===== src/rtl/rs232_pkg.sv =====
// rs232_pkg: constants, state encoding and frame builder shared by the RS232 TX and RX paths
package rs232_pkg;
    localparam logic [7:0] STX = 8'h02;
    localparam logic [7:0] ETX = 8'h03;
    localparam int PKT_BYTES = 8;
    localparam int DEFAULT_BIT_CYCLES = 2604;

    typedef enum logic [2:0] {
        S_IDLE,
        S_LOAD,
        S_START,
        S_DATA,
        S_STOP,
        S_NEXT
    } tx_state_t;

    // byte0 sits in bits [7:0] so the frame can be shifted right one byte at a time
    function automatic logic [63:0] build_frame(input logic [6:0] addr, input logic [31:0] data, input logic [7:0] spare);
        return {ETX, spare, data, 1'b0, addr, STX};
    endfunction
endpackage


===== src/rtl/rs232_bit_timer.sv =====
// rs232_bit_timer: free-running bit-period counter with a tick on the last clock of each period
module rs232_bit_timer
    import rs232_pkg::*;
#(
    parameter int BIT_CYCLES = DEFAULT_BIT_CYCLES
) (
    input  logic clk,
    input  logic rst,
    input  logic restart,
    output logic tick
);
    localparam int W = (BIT_CYCLES > 1) ? $clog2(BIT_CYCLES) : 1;

    logic [W-1:0] r_cnt;

    assign tick = r_cnt == W'(BIT_CYCLES - 1);

    // count 0..BIT_CYCLES-1 and wrap; restart realigns the period to a state entry
    always_ff @(posedge clk) begin
        if (rst || restart || tick)
            r_cnt <= '0;
        else
            r_cnt <= r_cnt + W'(1);
    end
endmodule


===== src/rtl/rs232_packet_tx.sv =====
// rs232_packet_tx: serialises the 8-byte read-response frame as 8N1, LSB first
module rs232_packet_tx
    import rs232_pkg::*;
#(
    parameter int         BIT_CYCLES = DEFAULT_BIT_CYCLES,
    parameter int         GAP_BITS   = 0,
    parameter logic [7:0] SPARE_BYTE = 8'h00
) (
    input  logic        clk,
    input  logic        rst,
    input  logic        tx_start,
    input  logic [6:0]  addr,
    input  logic [31:0] ram_out,
    output logic        data_out,
    output logic        busy,
    output logic        tx_done
);
    localparam int GW = (GAP_BITS > 0) ? $clog2(GAP_BITS + 1) : 1;

    tx_state_t    r_state;
    tx_state_t    w_next;
    logic [6:0]   r_addr;
    logic [63:0]  r_frame;
    logic [2:0]   r_byte_cnt;
    logic [2:0]   r_bit_cnt;
    logic [GW-1:0] r_gap_cnt;
    logic         r_data_out;
    logic         r_busy;
    logic         r_tx_done;
    logic         w_line;
    logic         w_done;
    logic         w_tick;
    logic         w_restart;
    logic         w_last_byte;

    assign w_last_byte = r_byte_cnt == 3'(PKT_BYTES - 1);
    assign w_restart   = w_next != r_state;
    assign data_out    = r_data_out;
    assign busy        = r_busy;
    assign tx_done     = r_tx_done;

    rs232_bit_timer #(.BIT_CYCLES(BIT_CYCLES)) u_timer (
        .clk     (clk),
        .rst     (rst),
        .restart (w_restart),
        .tick    (w_tick)
    );

    // next state and the line level / done pulse to be registered
    always_comb begin
        w_next = r_state;
        w_line = 1'b1;
        w_done = 1'b0;
        case (r_state)
            S_IDLE:  w_next = (tx_start && !r_tx_done) ? S_LOAD : S_IDLE;
            S_LOAD:  w_next = S_START;
            S_START: begin
                w_line = 1'b0;
                w_next = w_tick ? S_DATA : S_START;
            end
            S_DATA: begin
                w_line = r_frame[r_bit_cnt];
                w_next = (w_tick && r_bit_cnt == 3'd7) ? S_STOP : S_DATA;
            end
            S_STOP:  w_next = (w_tick && r_gap_cnt == GW'(GAP_BITS)) ? S_NEXT : S_STOP;
            S_NEXT: begin
                w_done = w_last_byte;
                w_next = w_last_byte ? S_IDLE : S_START;
            end
            default: w_next = S_IDLE;
        endcase
    end

    // state and pin registers; busy follows the next state so it drops together with tx_done
    always_ff @(posedge clk) begin
        if (rst) begin
            r_state    <= S_IDLE;
            r_data_out <= 1'b1;
            r_busy     <= 1'b0;
            r_tx_done  <= 1'b0;
        end else begin
            r_state    <= w_next;
            r_data_out <= w_line;
            r_busy     <= w_next != S_IDLE;
            r_tx_done  <= w_done;
        end
    end

    // request capture, frame shifting and the bit/byte/gap counters
    always_ff @(posedge clk) begin
        if (rst) begin
            r_addr     <= '0;
            r_frame    <= '0;
            r_byte_cnt <= '0;
            r_bit_cnt  <= '0;
            r_gap_cnt  <= '0;
        end else begin
            if (r_state == S_IDLE && w_next == S_LOAD)
                r_addr <= addr;
            if (r_state == S_LOAD) begin
                r_frame    <= build_frame(r_addr, ram_out, SPARE_BYTE);
                r_byte_cnt <= '0;
            end
            if (r_state == S_START)
                r_bit_cnt <= '0;
            else if (r_state == S_DATA && w_tick && r_bit_cnt != 3'd7)
                r_bit_cnt <= r_bit_cnt + 3'd1;
            r_gap_cnt <= (r_state != S_STOP) ? '0 : w_tick ? r_gap_cnt + GW'(1) : r_gap_cnt;
            if (r_state == S_NEXT && !w_last_byte) begin
                r_byte_cnt <= r_byte_cnt + 3'd1;
                r_frame    <= r_frame >> 8;
            end
        end
    end
endmodule


===== config.mk =====
export PLATFORM = sky130hd
export DESIGN_NAME = rs232_packet_tx
export DESIGN_NICKNAME = d
export VERILOG_FILES = /design/src/rtl/rs232_pkg.sv /design/src/rtl/rs232_bit_timer.sv /design/src/rtl/rs232_packet_tx.sv
export SDC_FILE = /design/constraint.sdc
export NUM_CORES = 1
export LEC_CHECK = 0
export CAP_MARGIN = 10
export CORE_MARGIN = 2
export CORE_UTILIZATION = 43
export CTS_CLUSTER_DIAMETER = 50
export CTS_CLUSTER_SIZE = 12
export DETAILED_ROUTE_END_ITERATION = 12
export PLACE_DENSITY = 0.65
export SYNTH_ARGS = -nofsm -noshare
export SYNTH_HDL_FRONTEND = slang
export SYNTH_SLANG_ARGS = --single-unit

===== constraint.sdc =====
create_clock -name clk -period 5.55 [get_ports clk]
set_input_delay 0.555 -clock clk [delete_from_list [all_inputs] [get_ports clk]]
set_output_delay 0.555 -clock clk [all_outputs]
set_load 0.005 [all_outputs]

==> flow_summary.yaml, run 1 <==
sta:
  fin_worst_skew_ns: 0.0165
  fin_crit_sh_pct: 48.2
  worst_pin_slew_ns: 1.11
  slew_viol_final: 0
  fin_tns_setup_ns: 0
  fin_crit_ns: 2.68
  fmax_mhz: 374
  fin_ws_ns: 2.87
  max_slew_margin_pct: 25.6
  final_hold_viol_count: 0
  rsz0062_at_grt: "no"
  setup_viol: 0
global_routing:
  grt_usage_pct: 16.8
  grt_pass1_vias: 2381
  grt.overflow.total: 0
  grt_pass1_wl_mm: 11.3
  grt_max_degree: 70
  grt_antenna_before_repair: 0
synth:
  synth_edf_count: 0
  syn_area_sq_um: 3310
  syn-instance-count: 350
  ys.flop_type: "dfxtp_1"
  synth_nets: 397
  yosysUniqueCellTypes: 43
  synth_seq_cells: 82
  syn_avg_cell_area_sq_um: 9.46
  ys_warn_count: 0
  synth_top_area_share_pct: 49.6
  yosysTopAreaCell: "dfxtp_1"
  synthArstFlopShare_pct: 0
  netlist_top_cells_area: "dfxtp_1, a22oi_1, a21oi_1"
  ys_seq_area_share_pct: 49.6
final_layout:
  multi_input_area_sq_um: 1550
  nFillCells: 719
  drive_gt1_share_pct: 8.55
  synthToLayoutAreaGrowth_pct: 20.7
  nets: 428
  antenna_cells: 0
  regArea_sq_um: 1640
critical_path:
  worst_setup_path_start_kind: "register"
  arrival_ns: 2.94
  cp_max_fo: 52
  r2r_start: "r_byte_cnt[0]$_SDFFE_PP0P_"
  worstRegToRegCells: 6
  slowest_delay_ns: 0.99
  critPathBufInv: 0
  critPathTopFamily: "simple AND/OR/NAND/NOR gates"
  endpoint_kind: "register"
  cp.required_ns: 5.81
  path_common_cell: "ha_1"
  worstPathCellList: "ha_1, ha_1, and4bb_2, nor2_4, nand2_1, a31oi_1"
  r2r_end: "r_frame[40]$_SDFFE_PP0P_"
  crit_type: "register to register"
  rrSetupSlack_ns: 2.87
  worst_path_max_delay_cell: "nor2_4"
drt:
  dr.pass1.iters: 5
  wl_per_cell_um: 13.8
  num_vias: 2576
  drc_errors: 0
  via_per_inst: 5.28
  drt-total-wl_mm: 6.75
  drtIter0Drc: 237
  drtAntennaViolNets: 0
die:
  rows: 32
  die_area_sq_um: 8420
  start_util_pct: 43.5
  die_y_um: 91.8
  io_pins: 45
  core_sq_um: 7610
  dieWidth_um: 91.8
cts:
  cts_tree: "done"
  cts_inserted_buffers: 9
  insertion_delay_ns: 0.36
  postCtsSetupBuffers: 0
  cts_hold_buf: 0
  postCtsResizedCells: 0
  clk_pin_slew_ns: 0.08
  root_buffer: "clkbuf_8"
  cts_max_path_buffers: 2
  cts_htree_levels: 3
  cts_sinks: 82
flow_run:
  maxCapViolCount: 0
place:
  dpl_worst_slack_ns: 2.92
  place.gp.congestion: 0.767
  place_hpwl_mm: 4.32
  port_buffers: 44
pwr:
  irDropWorstVdd_mv: 0.113
  finalPower_mw: 1.21
  p_per_area_nw_per_um2: 302
  leakage_nw: 1.43
hold_path:
  hold_depth: 2
  hold_path_class: "register to register"
  min_to: "r_frame[11]$_SDFFE_PP0P_"
  worstHoldStart: "r_frame[11]$_SDFFE_PP0P_"
status:
  run_status: "complete, no violations"
-- cell usage after synthesis (all sizes together) (2+ instances only) --
library cell,instances
nand3,5
ha,5
nor3,4
mux4,2
nand2,40
a31oi,2
and4,3
xor2,9
nand3b,2
nor3b,2
mux2,2
or3,4
clkbuf,19
a22oi,48
xnor2,2
buf,7
dfxtp,82
nor2,43
nand4,3
a21oi,38
mux2i,10
-- metrics by stage --
| stage | std cells | utilization [%] | cell area [sq um] | hold WS [ns] |
|---|---|---|---|---|
| after floorplan | 350 | - | 3310 | 0.426 |
| after global placement | 472 | 49.6 | 3770 | 0.441 |
| after detailed placement | 472 | 49.6 | 3770 | 0.448 |
| after CTS | 488 | 52.5 | 4000 | 0.459 |
| after global routing | 488 | 52.5 | 4000 | 0.479 |
| final | 488 | 52.5 | 4000 | 0.459 |
-- worst reg2reg max path, stage by stage, from the launching register on --
cell,delay (ns)
dfxtp_1,0.35
ha_1,0.15
ha_1,0.18
and4bb_2,0.56
nor2_4,0.99
nand2_1,0.12
a31oi_1,0.23
-- worst max path at each step --
stage / to / cells after the start / startpoint / slack, ns
after global placement: r_frame[41]$_SDFFE_PP0P_ / 6 / r_byte_cnt[0]$_SDFFE_PP0P_ / 2.95
final: r_frame[40]$_SDFFE_PP0P_ / 6 / r_byte_cnt[0]$_SDFFE_PP0P_ / 2.87
after floorplan: r_bit_cnt[1]$_SDFFE_PP0P_ / 6 / r_bit_cnt[0]$_SDFFE_PP0P_ / 3.65
after CTS: r_frame[40]$_SDFFE_PP0P_ / 6 / r_byte_cnt[0]$_SDFFE_PP0P_ / 2.86
after global routing: r_frame[40]$_SDFFE_PP0P_ / 6 / r_byte_cnt[0]$_SDFFE_PP0P_ / 2.65
after detailed placement: r_frame[41]$_SDFFE_PP0P_ / 6 / r_byte_cnt[0]$_SDFFE_PP0P_ / 2.92
-- power breakdown --
part | switching, mW | internal (mW)
Sequential | 0.0152 | 0.611
Combinational | 0.0533 | 0.0539
Clock | 0.218 | 0.257
Total | 0.286 | 0.922
-- routing by layer --
layer / GRT usage, % / part of all wire, % / vias up / routed length [um]
li1: - / - / 1314 / -
met1: 22.1 / 47 / 1221 / 3170
met2: 27.0 / 49 / 34 / 3300
met3: 3.53 / 3.0 / 7 / 203
met4: 7.09 / 1.0 / 0 / 70
met5: 0 / 0 / - / 0
-- sequential cells by signal, summed over array words and instances (netlist names) --
name,flops
data_out,1
r_addr,7
r_byte_cnt,3
r_gap_cnt,1
r_state,3
busy,1
r_bit_cnt,3
r_frame,50
u_timer.r_cnt,12
tx_done,1
-- cell families after synthesis --
group,Yosys count,share of synthesized area [%]
AO/OA/AOI/OAI,95,18.8
XOR/XNOR,11,2.91
adder cells (fa/ha/maj),5,1.89
buffers and inverters,27,4.00
flip-flops,82,49.6
multiplexers,14,5.06
AND/OR/NAND/NOR,116,17.8
-- cell usage in the layout, fill, tap and decap left out, types with 3 or more instances in the layout --
| master | count |
|---|---|
| dfxtp_1 | 82 |
| a22oi_1 | 48 |
| clkdlybuf4s50_1 | 43 |
| nor2_1 | 42 |
| nand2_1 | 40 |
| a21oi_1 | 38 |
| mux2i_1 | 10 |
| xor2_1 | 9 |
| clkbuf_8 | 9 |
| nand3_1 | 5 |
| ha_1 | 5 |
| or3_1 | 4 |
| nor3_1 | 3 |
| and4_1 | 3 |
| nand4_1 | 3 |
-- layout make-up --
class | instances | area share [%]
clock inverter | 7 | 2.50
multi-input combinational | 241 | 38.8
timing repair buffer | 46 | 11.3
clock buffer | 9 | 3.10
tap | 102 | 3.19
sequential | 82 | 41.1
inverter | 1 | 0.0939
Note: power is estimated with default switching activity, not from simulation.
==> run 2: changes to the inputs <==
Settings changed: PLACE_DENSITY 0.65 to 0.68.
Clock period 5.55 ns to 2.3 ns, I/O delays scaled along.
==> flow_summary.yaml, run 2 (synthesis results as in run 1) <==
die:
  core_sq_um: 7610
  die_area_sq_um: 8420
  start_util_pct: 43.5
  io_pins: 45
  die_y_um: 91.8
  rows: 32
  dieWidth_um: 91.8
place:
  port_buffers: 44
  place_hpwl_mm: 4.31
  dpl_worst_slack_ns: 0.0537
  place.gp.congestion: 0.741
critical_path:
  crit_path_start: "r_bit_cnt[0]$_SDFFE_PP0P_"
  worst_setup_path_start_kind: "register"
  r2r_end: "r_bit_cnt[1]$_SDFFE_PP0P_"
  crit_type: "register to register"
  cp_max_fo: 4
  endpoint_kind: "register"
  worstRegToRegCells: 6
  r2r_start: "r_bit_cnt[0]$_SDFFE_PP0P_"
  rrSetupSlack_ns: 0.22
  cp.required_ns: 2.53
  arrival_ns: 2.31
  critical_path.endpoint: "r_bit_cnt[1]$_SDFFE_PP0P_"
sta:
  final_hold_viol_count: 0
  fin_ws_ns: 0.224
  rsz0062_at_grt: "no"
  worst_pin_slew_ns: 0.674
  fin_worst_skew_ns: 0.00794
  fin_tns_setup_ns: 0
  fin_crit_ns: 2.08
  slew_viol_final: 0
  max_slew_margin_pct: 55.1
  fmax_mhz: 482
  fin_crit_sh_pct: 90.2
  setup_viol: 0
  hold_ws_ns: 0.427
final_layout:
  drive_gt1_share_pct: 9.25
  top_register: "r_frame"
  synthToLayoutAreaGrowth_pct: 22.2
  nets: 432
  antenna_cells: 0
  largest_register_ffs: 50
  final_cell_mix: "dfxtp_1, a22oi_1, clkdlybuf4s50_1"
  layout_commonest_cell: "dfxtp_1"
  top_regs: "r_frame x50, u_timer.r_cnt x12, r_addr x7"
drt:
  wl_per_cell_um: 14.0
  dr.pass1.iters: 5
  drtIter0Drc: 161
  num_vias: 2584
  drtAntennaViolNets: 0
  drt-total-wl_mm: 6.85
  via_per_inst: 5.26
  drc_errors: 0
global_routing:
  grt_antenna_before_repair: 0
  grt_max_degree: 69
  grt.overflow.total: 0
  grt_usage_pct: 16.7
  grt_pass1_wl_mm: 11.2
  grt_pass1_vias: 2356
cts:
  cts_inserted_buffers: 9
  cts_hold_buf: 0
  insertion_delay_ns: 0.35
  cts_htree_levels: 3
  cts_sinks: 82
  root_buffer: "clkbuf_8"
  postCtsResizedCells: 0
  clk_pin_slew_ns: 0.08
  postCtsSetupBuffers: 0
  cts_max_path_buffers: 2
  cts_tree: "done"
pwr:
  intPower_mw: 2.33
  finalPower_mw: 3.00
  irDropWorstVdd_mv: 0.260
  p_per_area_nw_per_um2: 742
  p_sw_mw: 0.677
  comb_power_share_pct: 9.0
  leakage_nw: 1.45
  clkPwrFrac_pct: 40.9
  sw_frac_of_total_pct: 22.5
  pwr-share-seq_pct: 50.1
status:
  run_status: "complete, no violations"
hold_path:
  hold_path_class: "input pin to register"
flow_run:
  maxCapViolCount: 0
==> run 2: routing by layer <==
layer / up-vias / GRT usage (%) / wire length [um] / share of wire (%)
li1: 1326 / - / - / -
met1: 1212 / 22.6 / 3210 / 47
met2: 38 / 25.9 / 3310 / 48
met3: 8 / 4.68 / 244 / 3.6
met4: 0 / 5.22 / 87 / 1.3
met5: - / 0 / 0 / 0
==> run 2: through the flow <==
step                      std cells  instance area, sq um  util (%)
after floorplan                 350                  3310         -
after global placement          475                  3800      49.9
after detailed placement        475                  3800      49.9
after CTS                       490                  4040      53.0
after global routing            491                  4050      53.2
final                           491                  4050      53.2
==> run 2: power by group through the flow <==
stage	sequential [mW]	clock [mW]	combinational (mW)
2_1_floorplan	1.53	0	0.166
3_3_place_gp	1.54	0	0.263
3_5_place_dp	1.54	0	0.267
4_1_cts	1.50	1.26	0.268
5_1_grt	1.51	1.32	0.300
6_report	1.50	1.23	0.270
==> run 2: worst max-delay path, cell delays in order (launching register included) <==
cell     delay, ns
dfxtp_1       0.38
ha_1          0.23
ha_1          0.23
or4bb_1       0.56
nor4_4        0.29
mux2i_1       0.24
nor2_1        0.05
==> run 2: cell type report <==
cell class              count  area [sq um]
clock buffers               9           124
clock inverters             6           115
fillers                   728          3560
inverters                   1          3.75
multi-input cells         242          1560
flip-flops and latches     82          1640
well taps                 102           128
repair buffers             49           473
==> run 2: how the worst min path moves through the flow <==
stage                                 from                      endpoint  depth (start not counted)
6_report                               rst  u_timer.r_cnt[11]$_SDFF_PP0_                          3
5_1_grt                        ram_out[24]      r_frame[40]$_SDFFE_PP0P_                          3
4_1_cts                                rst  u_timer.r_cnt[11]$_SDFF_PP0_                          3
3_5_place_dp       r_frame[9]$_SDFFE_PP0P_       r_frame[9]$_SDFFE_PP0P_                          2
3_3_place_gp   u_timer.r_cnt[0]$_SDFF_PP0_   u_timer.r_cnt[0]$_SDFF_PP0_                          1
2_1_floorplan                      addr[0]        r_addr[0]$_SDFFE_PP0P_                          2
==> run 3: changes to the inputs <==
Settings changed: PLACE_DENSITY 0.68 to 0.65, SLEW_MARGIN set to 20.
Clock period 2.3 ns to 2.7 ns, I/O delays scaled along.
==> flow_summary.yaml, run 3 (synthesis results as in run 1) <==
cts:
  cts_tree: "done"
  cts_max_path_buffers: 2
  clk_pin_slew_ns: 0.08
  postCtsResizedCells: 0
  cts_htree_levels: 3
  cts_inserted_buffers: 9
  root_buffer: "clkbuf_8"
  cts_hold_buf: 0
  postCtsSetupBuffers: 0
  insertion_delay_ns: 0.35
  cts_sinks: 82
sta:
  fin_crit_sh_pct: 74.8
  fin_crit_ns: 2.02
  fmax_mhz: 495
  setup_viol: 0
  max_slew_margin_pct: 55.9
  worst_pin_slew_ns: 0.661
  fin_worst_skew_ns: 0.0134
  final_hold_viol_count: 0
  fin_tns_setup_ns: 0
  rsz0062_at_grt: "no"
  hold_ws_ns: 0.172
  slew_viol_final: 0
critical_path:
  worst_setup_path_start_kind: "register"
  critPathTopFamily: "simple AND/OR/NAND/NOR gates"
  worst_path_max_delay_cell: "or4bb_1"
  crit_type: "register to register"
  arrival_ns: 2.25
  endpoint_kind: "register"
  cp_max_fo: 4
  critPathBufInv: 0
  rrSetupSlack_ns: 0.68
  cp.required_ns: 2.93
  slowest_delay_ns: 0.56
  path_common_cell: "ha_1"
  worstPathCellList: "ha_1, ha_1, or4bb_1, nor4_4, mux2i_1, nor2_1"
drt:
  drtAntennaViolNets: 0
  num_vias: 2602
  drt-total-wl_mm: 6.77
  dr.pass1.iters: 4
  wl_per_cell_um: 13.8
  via_per_inst: 5.30
  drc_errors: 0
  drtIter0Drc: 148
global_routing:
  grt_antenna_before_repair: 0
  grt_usage_pct: 16.8
  grt_max_degree: 63
  grt.overflow.total: 0
  grt_pass1_wl_mm: 11.3
  grt_pass1_vias: 2405
final_layout:
  drive_gt1_share_pct: 9.00
  top_regs: "r_frame x50, u_timer.r_cnt x12, r_addr x7"
  nFillCells: 730
  final_cell_mix: "dfxtp_1, a22oi_1, clkdlybuf4s50_1"
  top_register: "r_frame"
  nets: 431
  largest_register_ffs: 50
  synthToLayoutAreaGrowth_pct: 20.8
  layout_commonest_cell: "dfxtp_1"
  antenna_cells: 0
die:
  die_area_sq_um: 8420
  start_util_pct: 43.5
  dieWidth_um: 91.8
  die_y_um: 91.8
  rows: 32
  core_sq_um: 7610
  io_pins: 45
pwr:
  irDropWorstVdd_mv: 0.307
  p_per_area_nw_per_um2: 603
  leakage_nw: 1.43
place:
  place.gp.congestion: 0.771
  port_buffers: 44
  place_hpwl_mm: 4.32
status:
  run_status: "complete, no violations"
flow_run:
  maxCapViolCount: 0
hold_path:
  hold_path_class: "input pin to register"
## run 3: cell type report
| type | instances | area, sq um | area share, % |
|---|---|---|---|
| Clock buffer | 11 | 141 | 3.53 |
| Clock inverter | 5 | 62.6 | 1.56 |
| Inverter | 1 | 3.75 | 0.0938 |
| Multi-Input combinational cell | 241 | 1550 | 38.8 |
| Sequential cell | 82 | 1640 | 41.0 |
| Tap cell | 102 | 128 | 3.19 |
| Timing Repair Buffer | 49 | 473 | 11.8 |
## run 3: routing by layer
layer	track usage [%]	up-vias	share of wire (%)
met4	5.72	0	1.2
li1	-	1318	-
met5	0	-	0
met2	25.2	38	46
met3	4.60	7	3.6
met1	23.2	1239	50
## run 3: where the power goes
part	switching (mW)	leakage [nW]	total [mW]	internal [mW]
combinational	0.112	0.666	0.226	0.114
clock	0.444	0.0962	0.902	0.458
sequential	0.0306	0.666	1.29	1.26
total	0.587	1.43	2.41	1.83
## run 3: final timing paths
path,cells after the start,end,start
worst max-delay path,6,r_bit_cnt[2]$_SDFFE_PP0P_,r_bit_cnt[0]$_SDFFE_PP0P_
worst min-delay path,2,r_state[2]$_SDFF_PP0_,rst
worst max register to register,6,r_bit_cnt[2]$_SDFFE_PP0P_,r_bit_cnt[0]$_SDFFE_PP0P_
worst min register to register,2,r_frame[14]$_SDFFE_PP0P_,r_frame[14]$_SDFFE_PP0P_
## run 3: per-stage QoR
step | power [mW] | instance area [sq um] | utilization, % | setup WS (ns) | std cells
6_report | 2.41 | 4000 | 52.6 | 0.679 | 491
5_1_grt | 2.52 | 4000 | 52.6 | 0.572 | 491
4_1_cts | 2.44 | 4000 | 52.6 | 0.672 | 491
3_5_place_dp | 1.54 | 3800 | 49.9 | 0.621 | 475
3_3_place_gp | 1.54 | 3800 | 49.9 | 0.649 | 475
2_1_floorplan | 1.44 | 3310 | - | 0.797 | 350
